<file path="src/rtl/addsub_serial_pkg.sv">
// Shared state encoding and operation-mode constants for the serial adder/subtractor.
package addsub_serial_pkg;

  typedef enum logic [1:0] {
    ST_IDLE = 2'd0,
    ST_RUN  = 2'd1,
    ST_DONE = 2'd2
  } state_t;

  localparam logic ADDSUB_ADD = 1'b0;
  localparam logic ADDSUB_SUB = 1'b1;

endpackage

</file>
<file path="src/rtl/addsub_serial_digit.sv">
// Combinational DIGIT-bit ripple-carry slice; also exposes the carry into its MSB.
module addsub_serial_digit #(
  parameter int DIGIT = 2
) (
  input  logic [DIGIT-1:0] x,
  input  logic [DIGIT-1:0] y,
  input  logic             cin,
  output logic [DIGIT-1:0] sum,
  output logic             cout,
  output logic             cmsb
);

  logic [DIGIT:0] carry;

  assign carry[0] = cin;

  for (genvar gi = 0; gi < DIGIT; gi++) begin : g_bit
    assign sum[gi]     = x[gi] ^ y[gi] ^ carry[gi];
    assign carry[gi+1] = (x[gi] & y[gi]) | (carry[gi] & (x[gi] ^ y[gi]));
  end

  assign cout = carry[DIGIT];
  assign cmsb = carry[DIGIT-1];

endmodule

</file>
<file path="src/rtl/addsub_serial.sv">
// Multi-cycle adder/subtractor: a + (sub ? ~b : b) + ci, DIGIT bits per clock, LSB first,
// with start/done handshake and registered carry-out and signed-overflow flags.
module addsub_serial
  import addsub_serial_pkg::*;
#(
  parameter int WIDTH = 8,
  parameter int DIGIT = 2
) (
  input  logic             clk,
  input  logic             rst,
  input  logic             start,
  input  logic             sub,
  input  logic [WIDTH-1:0] a,
  input  logic [WIDTH-1:0] b,
  input  logic             ci,
  output logic [WIDTH-1:0] s,
  output logic             co,
  output logic             ovf,
  output logic             busy,
  output logic             done
);

  localparam int N  = WIDTH / DIGIT;
  localparam int CW = $clog2(N) + 1;
  localparam logic [CW-1:0] LAST = CW'(N - 1);

  if ((WIDTH % DIGIT) != 0) begin : g_param_err
    $error("addsub_serial: WIDTH must be a multiple of DIGIT");
  end

  state_t           state_q, state_d;
  logic [CW-1:0]    cnt_q, cnt_d;
  logic [WIDTH-1:0] a_q, a_d, b_q, b_d, res_q, res_d;
  logic             c_q, c_d;
  logic [WIDTH-1:0] s_q, s_d;
  logic             co_q, co_d, ovf_q, ovf_d;

  logic [DIGIT-1:0] dig_sum;
  logic             dig_cout, dig_cmsb;
  logic [WIDTH-1:0] res_shift;

  addsub_serial_digit #(.DIGIT(DIGIT)) u_digit (
    .x    (a_q[DIGIT-1:0]),
    .y    (b_q[DIGIT-1:0]),
    .cin  (c_q),
    .sum  (dig_sum),
    .cout (dig_cout),
    .cmsb (dig_cmsb)
  );

  // New digit enters at the top so that after N steps the LSB digit sits at bit 0.
  assign res_shift = WIDTH'({dig_sum, res_q} >> DIGIT);

  always_comb begin
    state_d = state_q;
    cnt_d   = cnt_q;
    a_d     = a_q;
    b_d     = b_q;
    c_d     = c_q;
    res_d   = res_q;
    s_d     = s_q;
    co_d    = co_q;
    ovf_d   = ovf_q;
    case (state_q)
      ST_IDLE, ST_DONE: begin
        if (start) begin
          state_d = ST_RUN;
          a_d     = a;
          b_d     = (sub == ADDSUB_ADD) ? b : ~b;
          c_d     = ci;
          cnt_d   = '0;
        end else begin
          state_d = ST_IDLE;
        end
      end
      ST_RUN: begin
        a_d   = a_q >> DIGIT;
        b_d   = b_q >> DIGIT;
        c_d   = dig_cout;
        res_d = res_shift;
        cnt_d = cnt_q + CW'(1);
        if (cnt_q == LAST) begin
          state_d = ST_DONE;
          s_d     = res_shift;
          co_d    = dig_cout;
          ovf_d   = dig_cout ^ dig_cmsb;
        end
      end
      default: state_d = ST_IDLE;
    endcase
  end

  always_ff @(posedge clk) begin
    if (rst) begin
      state_q <= ST_IDLE;
      cnt_q   <= '0;
      a_q     <= '0;
      b_q     <= '0;
      c_q     <= 1'b0;
      res_q   <= '0;
      s_q     <= '0;
      co_q    <= 1'b0;
      ovf_q   <= 1'b0;
    end else begin
      state_q <= state_d;
      cnt_q   <= cnt_d;
      a_q     <= a_d;
      b_q     <= b_d;
      c_q     <= c_d;
      res_q   <= res_d;
      s_q     <= s_d;
      co_q    <= co_d;
      ovf_q   <= ovf_d;
    end
  end

  assign s    = s_q;
  assign co   = co_q;
  assign ovf  = ovf_q;
  assign busy = (state_q == ST_RUN);
  assign done = (state_q == ST_DONE);

endmodule
</file>
<file path="config.mk">
export PLATFORM = sky130hd
export DESIGN_NAME = addsub_serial
export DESIGN_NICKNAME = d
export VERILOG_FILES = /design/src/rtl/addsub_serial_pkg.sv /design/src/rtl/addsub_serial_digit.sv /design/src/rtl/addsub_serial.sv
export SDC_FILE = /design/constraint.sdc
export NUM_CORES = 1
export LEC_CHECK = 0
export CAP_MARGIN = 20
export CORE_AREA = 2 2 59 61
export DETAILED_ROUTE_END_ITERATION = 7
export DIE_AREA = 0 0 61 63
export MAX_ROUTING_LAYER = met4
export PLACE_DENSITY = 0.77
export SLEW_MARGIN = 40
export SYNTH_ARGS = -nofsm -noshare
export SYNTH_HDL_FRONTEND = slang
export SYNTH_SLANG_ARGS = --single-unit
</file>
<file path="constraint.sdc">
create_clock -name clk -period 3.3 [get_ports clk]
set_input_delay 0.66 -clock clk [delete_from_list [all_inputs] [get_ports clk]]
set_output_delay 0.66 -clock clk [all_outputs]
set_load 0.02 [all_outputs]
</file>
* Word level (Yosys, flattened, before mapping)
Index checks and enable logic that the tools add are counted.
** Word-level totals
- Word-level logic and storage cells :: 44
- Input bits :: 21
- Output and inout bits :: 12
- Flip-flop bits (word level) :: 40
** Cells by class
- $add $sub $neg :: 1
- Mux-type cells :: 12
- Bitwise operators :: 12
- Reductions and logical operators :: 5
- Eq/ne operators :: 5
** Operators by type and width (number)
- 8-bit case mux with 2 select lines :: 2
- 8-bit two-way mux :: 3
- 8-bit inverter :: 1
- 3-bit case mux with 2 select lines :: 1
- 1-bit XOR :: 5
- 1-bit AND :: 4
- 2-bit case mux with 2 select lines :: 1
- 2-bit AND reduction :: 2
- 3-bit by 1-bit adder with 3-bit output, second input constant :: 1
- 3-bit by 2-bit == test with 1-bit output, second input constant :: 1
- 3-bit two-way mux :: 1
- 2-bit by 1-bit == test with 1-bit output, second input constant :: 1
- 2-bit == test, second input constant :: 1
- 2-bit zero test :: 1
- 1-bit two-way mux :: 2
- 2-bit two-way mux :: 1
- 2-bit by 1-bit inequality test with 1-bit output, second input constant :: 1
- 2-bit inequality test, second input constant :: 1
- 1-bit OR :: 2
- 1-bit case mux with 2 select lines :: 1
- 2-bit nonzero test :: 1
- 2-bit OR reduction :: 1

* Logic depth before layout (Yosys ltp)
- Depth after elaboration :: 6
- Mapped depth :: 7
- Mapped depth without buffers :: 5

* Modules after synthesis
From an unflattened synthesis, not the netlist that was laid out.
** Unflattened totals
- Cells, all modules :: 184
- Area total of the unflattened synthesis :: 1681.6 um^2
** By module, submodules not included
- addsub_serial :: area each 1641.6 um^2, sequential area each 760.7 um^2, times used 1, cells an instance 182
- addsub_serial_digit :: area each 40.0 um^2, sequential area each 0.0 um^2, times used 1, cells an instance 2

* Worst setup path before layout
OpenSTA, ideal clock, no wires.
- Kind :: reg-to-reg
- Start :: register a_q[0]
- End :: register ovf_q (netlist: ovf)
- Period minus slack after synthesis :: 1.657 ns
- Path buffers :: 0
- Data required time :: 3.214 ns
- Setup slack :: 1.643 ns
- Stages on the path, launching flop included :: 6
- Setup time :: 0.086 ns
- Arrival :: 1.572 ns
- Cells stage by stage :: dfxtp_1 > inv_1 > fa_1 > fa_1 > xnor2_1 > a211oi_1
** On the way
- Longest elaborated chain between the ends :: 6
- Elaborated cells between the ends (all ways) :: 7
- Those cells by class :: bitwise: 7
** Ends and longest elaborated chain
- from (decl) :: line addsub_serial.sv:33 : logic [WIDTH-1:0] a_q, a_d, b_q, b_d, res_q, res_d;
- from (signal assigned) :: line addsub_serial.sv:97 : a_q <= '0;
- from (signal assigned) :: line addsub_serial.sv:107 : a_q <= a_d;
- 1-bit XOR :: line addsub_serial_digit.sv:19 : assign carry[gi+1] = (x[gi] & y[gi]) | (carry[gi] & (x[gi] ^ y[gi]));
- 1-bit AND :: line addsub_serial_digit.sv:19
- 1-bit OR (*) :: line addsub_serial_digit.sv:19
- 1-bit AND :: line addsub_serial_digit.sv:19
- 1-bit OR :: line addsub_serial_digit.sv:19
- 1-bit XOR (*) :: line addsub_serial.sv:86 : ovf_d = dig_cout ^ dig_cmsb;
- to (signal assigned) :: line addsub_serial.sv:113 : ovf_q <= ovf_d;
- to (decl) :: line addsub_serial.sv:36 : logic co_q, co_d, ovf_q, ovf_d;
Every way passes the cells marked *; elsewhere a longest branch is shown, timed or not.
A chain may end at the register's enable or synchronous reset.

* Worst setup path in the final report
- Start :: register state_q[0]
- End :: output port busy
** On the way
- Longest elaborated chain between the ends :: 1
** Ends and longest elaborated chain
- from (decl) :: line addsub_serial.sv:31 : state_t state_q, state_d;
- from (signal assigned) :: line addsub_serial.sv:105 : state_q <= state_d;
- 2-bit by 1-bit == test with 1-bit output :: line addsub_serial.sv:120 : assign busy = (state_q == ST_RUN);
- to (decl) :: line addsub_serial.sv:19 : output logic busy,
Every way passes these cells.

==> results by group <==
Run status
  • Status: completed

Synthesis
  • Simple-Gate Fraction of Synth Area: 17.1%
  • Yosys warnings: 0
  • Syn Area/Cell: 8.93 um^2
  • Yosys reg bits: 38
  • Synth unique cells: 27
  • Sequential area share after synthesis: 46.0%
  • Synth Area in Compound Gates: 18.8%
  • Synthesized Nets: 210
  • Ranking of synthesized cells by area: dfxtp_1 (46%), a21oi_1 (9.1%), nand3_1 (6.1%)
  • Post-Synthesis Cell Area: 1650 um^2
  • Synth Area in Adders: 3.94%
  • Cell taking the most area after synthesis: dfxtp_1
  • Post-Synth XOR/XNOR Area: 4.77%
  • Multiplexer share of the synthesized area: 0%
  • Synth top area share: 46.0%
  • Synth Instances: 185
  • Largest family of logic cells by synthesized area: compound AO/OA/AOI/OAI gates

Setup path
  • Max incr delay on CP: 0.63 ns
  • Crit path buf inv count: 2
  • Crit path kind: reg -> out
  • R2R Path Start: a_q[0]
  • CP delay by family, top: buffers and inverters
  • Critical Path RT: 2.64 ns
  • Data arrival, critical path: 1.74 ns
  • Worst setup EP type: output pin
  • Reg-to-Reg End: ovf
  • Startpoint Class: flip-flop
  • Stages on worst setup path: 3
  • Worst-case reg-to-reg path depth: 5
  • Reg-to-reg setup timing slack: 1.52 ns
  • Largest fanout on the critical path: 24
  • Slowest CP cell: clkdlybuf4s50_1
  • Crit-path cells: nand2b_1, inv_8, clkdlybuf4s50_1

Cells and area
  • Diodes inserted: 0
  • Fill cell count: 286
  • Nets: 236
  • Layout area overhead: 22.0%
  • Fin util: 62.4%
  • Layout cells sized above 1: 7.58%

Clock network
  • Clock-pin transition on the worst setup and hold timing paths: 0.11 ns
  • Postcts setup bufs: 0
  • CTS tree: built
  • Hold-fix buffers, CTS: 0
  • # clock sinks: 38
  • Cts repair resizes: 0
  • Max clock buf depth: 2
  • H-tree depth: 2
  • Root Buffer Master: clkbuf_4
  • Total CTS buffers: 5
  • Clock Latency Late Sink: 0.33 ns

STA
  • RSZ-0062 raised after global routing: no
  • Fin. max-slew vios: 0
  • FMAX: 417 MHz
  • Slew at the pin closest to its max-slew limit: 0.462 ns
  • Setup_tns: 0 ns
  • Tmin final: 2.40 ns
  • Tcrit/Tclk final: 72.6%
  • Final Skew: 0.00819 ns
  • Slew headroom: 69.2%
  • Final hold vios: 0
  • Final setup fails: 0

Routing
  • Remaining antenna violation count: 0
  • Total number of vias: 1336
  • Number of remaining DRC errors: 0
  • Routed vias/inst: 5.20
  • Routed wire length: 3.18 mm
  • 1st-iter DRT viols: 36
  • 1st-pass router iterations: 4
  • Drt wl/cell: 12.4 um

Floorplan
  • Die area: 3840 um^2
  • Core Footprint: 3230 um^2
  • Rows: 21
  • Starting density of the core: 51.1%
  • Ports: 33
  • Die X: 61 um
  • Die extent in y: 63 um

Place
  • IO Port Bufs: 32
  • DPL Wire Length: 2.16 mm
  • Gpl congestion: 0.748

Global routing
  • Largest net degree at the start of global routing: 39
  • Total track usage: 19.0%
  • Vias in the first global route: 1286
  • Gr ovfl total: 0
  • Initial antenna violation count: 0
  • First-pass GRT wire length: 5.39 mm

Job
  • Max Cap Viol: 0

Pwr
  • Pwr/cell area: 464 nW/um^2
  • Static Leakage: 0.693 nW
  • Peak supply drop: 290 uV

Worst hold path
  • Hold Startpoint: s[0]
  • Hold path cells: 2
  • WHS Endpoint: s[0]
  • Worst hold-check path type: reg -> reg
cells by family after synthesis:
family	count (synthesis)
buf+inv	23
flops	38
compound gates	50
fa+ha+maj	4
simple gates	61
xor+xnor	9
power by group:
group / total (W) / internal, W / switching [W]
Sequential: 0.000492 / 0.000480 / 0.0000127
Clock: 0.000316 / 0.000176 / 0.000139
Combinational: 0.000127 / 0.0000585 / 0.0000688
layout make-up:
type | count | area, um^2 | share of cell area [%]
clock buffer | 6 | 51.3 | 2.54
inverter | 7 | 33.8 | 1.67
multi-input combinational | 124 | 741 | 36.7
tap | 46 | 57.6 | 2.85
clock inverter | 1 | 30.0 | 1.49
sequential | 38 | 761 | 37.7
timing repair buffer | 35 | 343 | 17.0
cell usage after synthesis (all sizes together):
cell,n
clkbuf,3
xor2,8
inv,7
nand3,20
buf,13
a2bb2oi,1
nand2,25
and3b,1
dfxtp,38
o21a,1
nor2,8
xnor2,1
a21oi,30
a211oi,6
nor2b,2
a22oi,12
ha,2
nand3b,1
nand2b,4
fa,2
worst min-delay path, delay by kind of cell, from the launching register on:
kind	cells	cell delay [ns]
flip-flops	1	0.32
AND/OR/NAND/NOR	1	0.05
AO/OA/AOI/OAI	1	0.05
routing by layer:
layer / routed length, um / vias up / global-route usage [%]
li1: - / 680 / -
met1: 1470 / 616 / 22.9
met2: 1490 / 32 / 30.2
met3: 140 / 8 / 4.35
met4: 74 / 0 / 7.07
met5: 0 / - / -
per-stage QoR:
stage / area (um^2) / instances / power (W) / hold WS [ns] / setup WS, ns
5_1_grt: 2020 / 257 / 0.000980 / 0.491 / 0.797
2_1_floorplan: 1650 / 185 / 0.000594 / 0.432 / 1.64
6_report: 2020 / 257 / 0.000936 / 0.462 / 0.903
3_5_place_dp: 1930 / 250 / 0.000631 / 0.451 / 1.20
4_1_cts: 2010 / 257 / 0.000943 / 0.466 / 0.881
3_3_place_gp: 1930 / 250 / 0.000625 / 0.440 / 1.29
cells in the final DEF (no fill, tap or decap), drive strengths merged:
master | synthesis | routed
buf | 13 | 3
nor2b | 2 | 2
clkbuf | 3 | 6
nand2b | 4 | 4
and3b | 1 | 1
a2bb2oi | 1 | 1
xor2 | 8 | 8
inv | 7 | 7
xnor2 | 1 | 1
fa | 2 | 2
nor2 | 8 | 8
a211oi | 6 | 6
nand2 | 25 | 25
ha | 2 | 2
clkdlybuf4s50 | 0 | 32
nand3b | 1 | 1
nand3 | 20 | 20
bufinv | 0 | 1
a22oi | 12 | 12
o21a | 1 | 1
dfxtp | 38 | 38
a21oi | 30 | 30
flip-flops by register name, summed over array words and instances, names as in the netlist:
signal / cells
ovf: 1
cnt_q: 3
b_q: 8
a_q: 8
co: 1
s: 8
res_q: 6
c_q: 1
state_q: 2
how the worst max path moves through the flow:
stage | slack [ns] | endpoint | startpoint
floorplan | 1.64 | ovf | a_q[0]
global placement | 1.29 | a_q[4] | start
detailed placement | 1.20 | cnt_q[0] | start
CTS | 0.88 | busy | state_q[0]
global route | 0.80 | busy | state_q[0]
finish | 0.90 | busy | state_q[0]
Note: power is estimated with default switching activity, not from simulation.
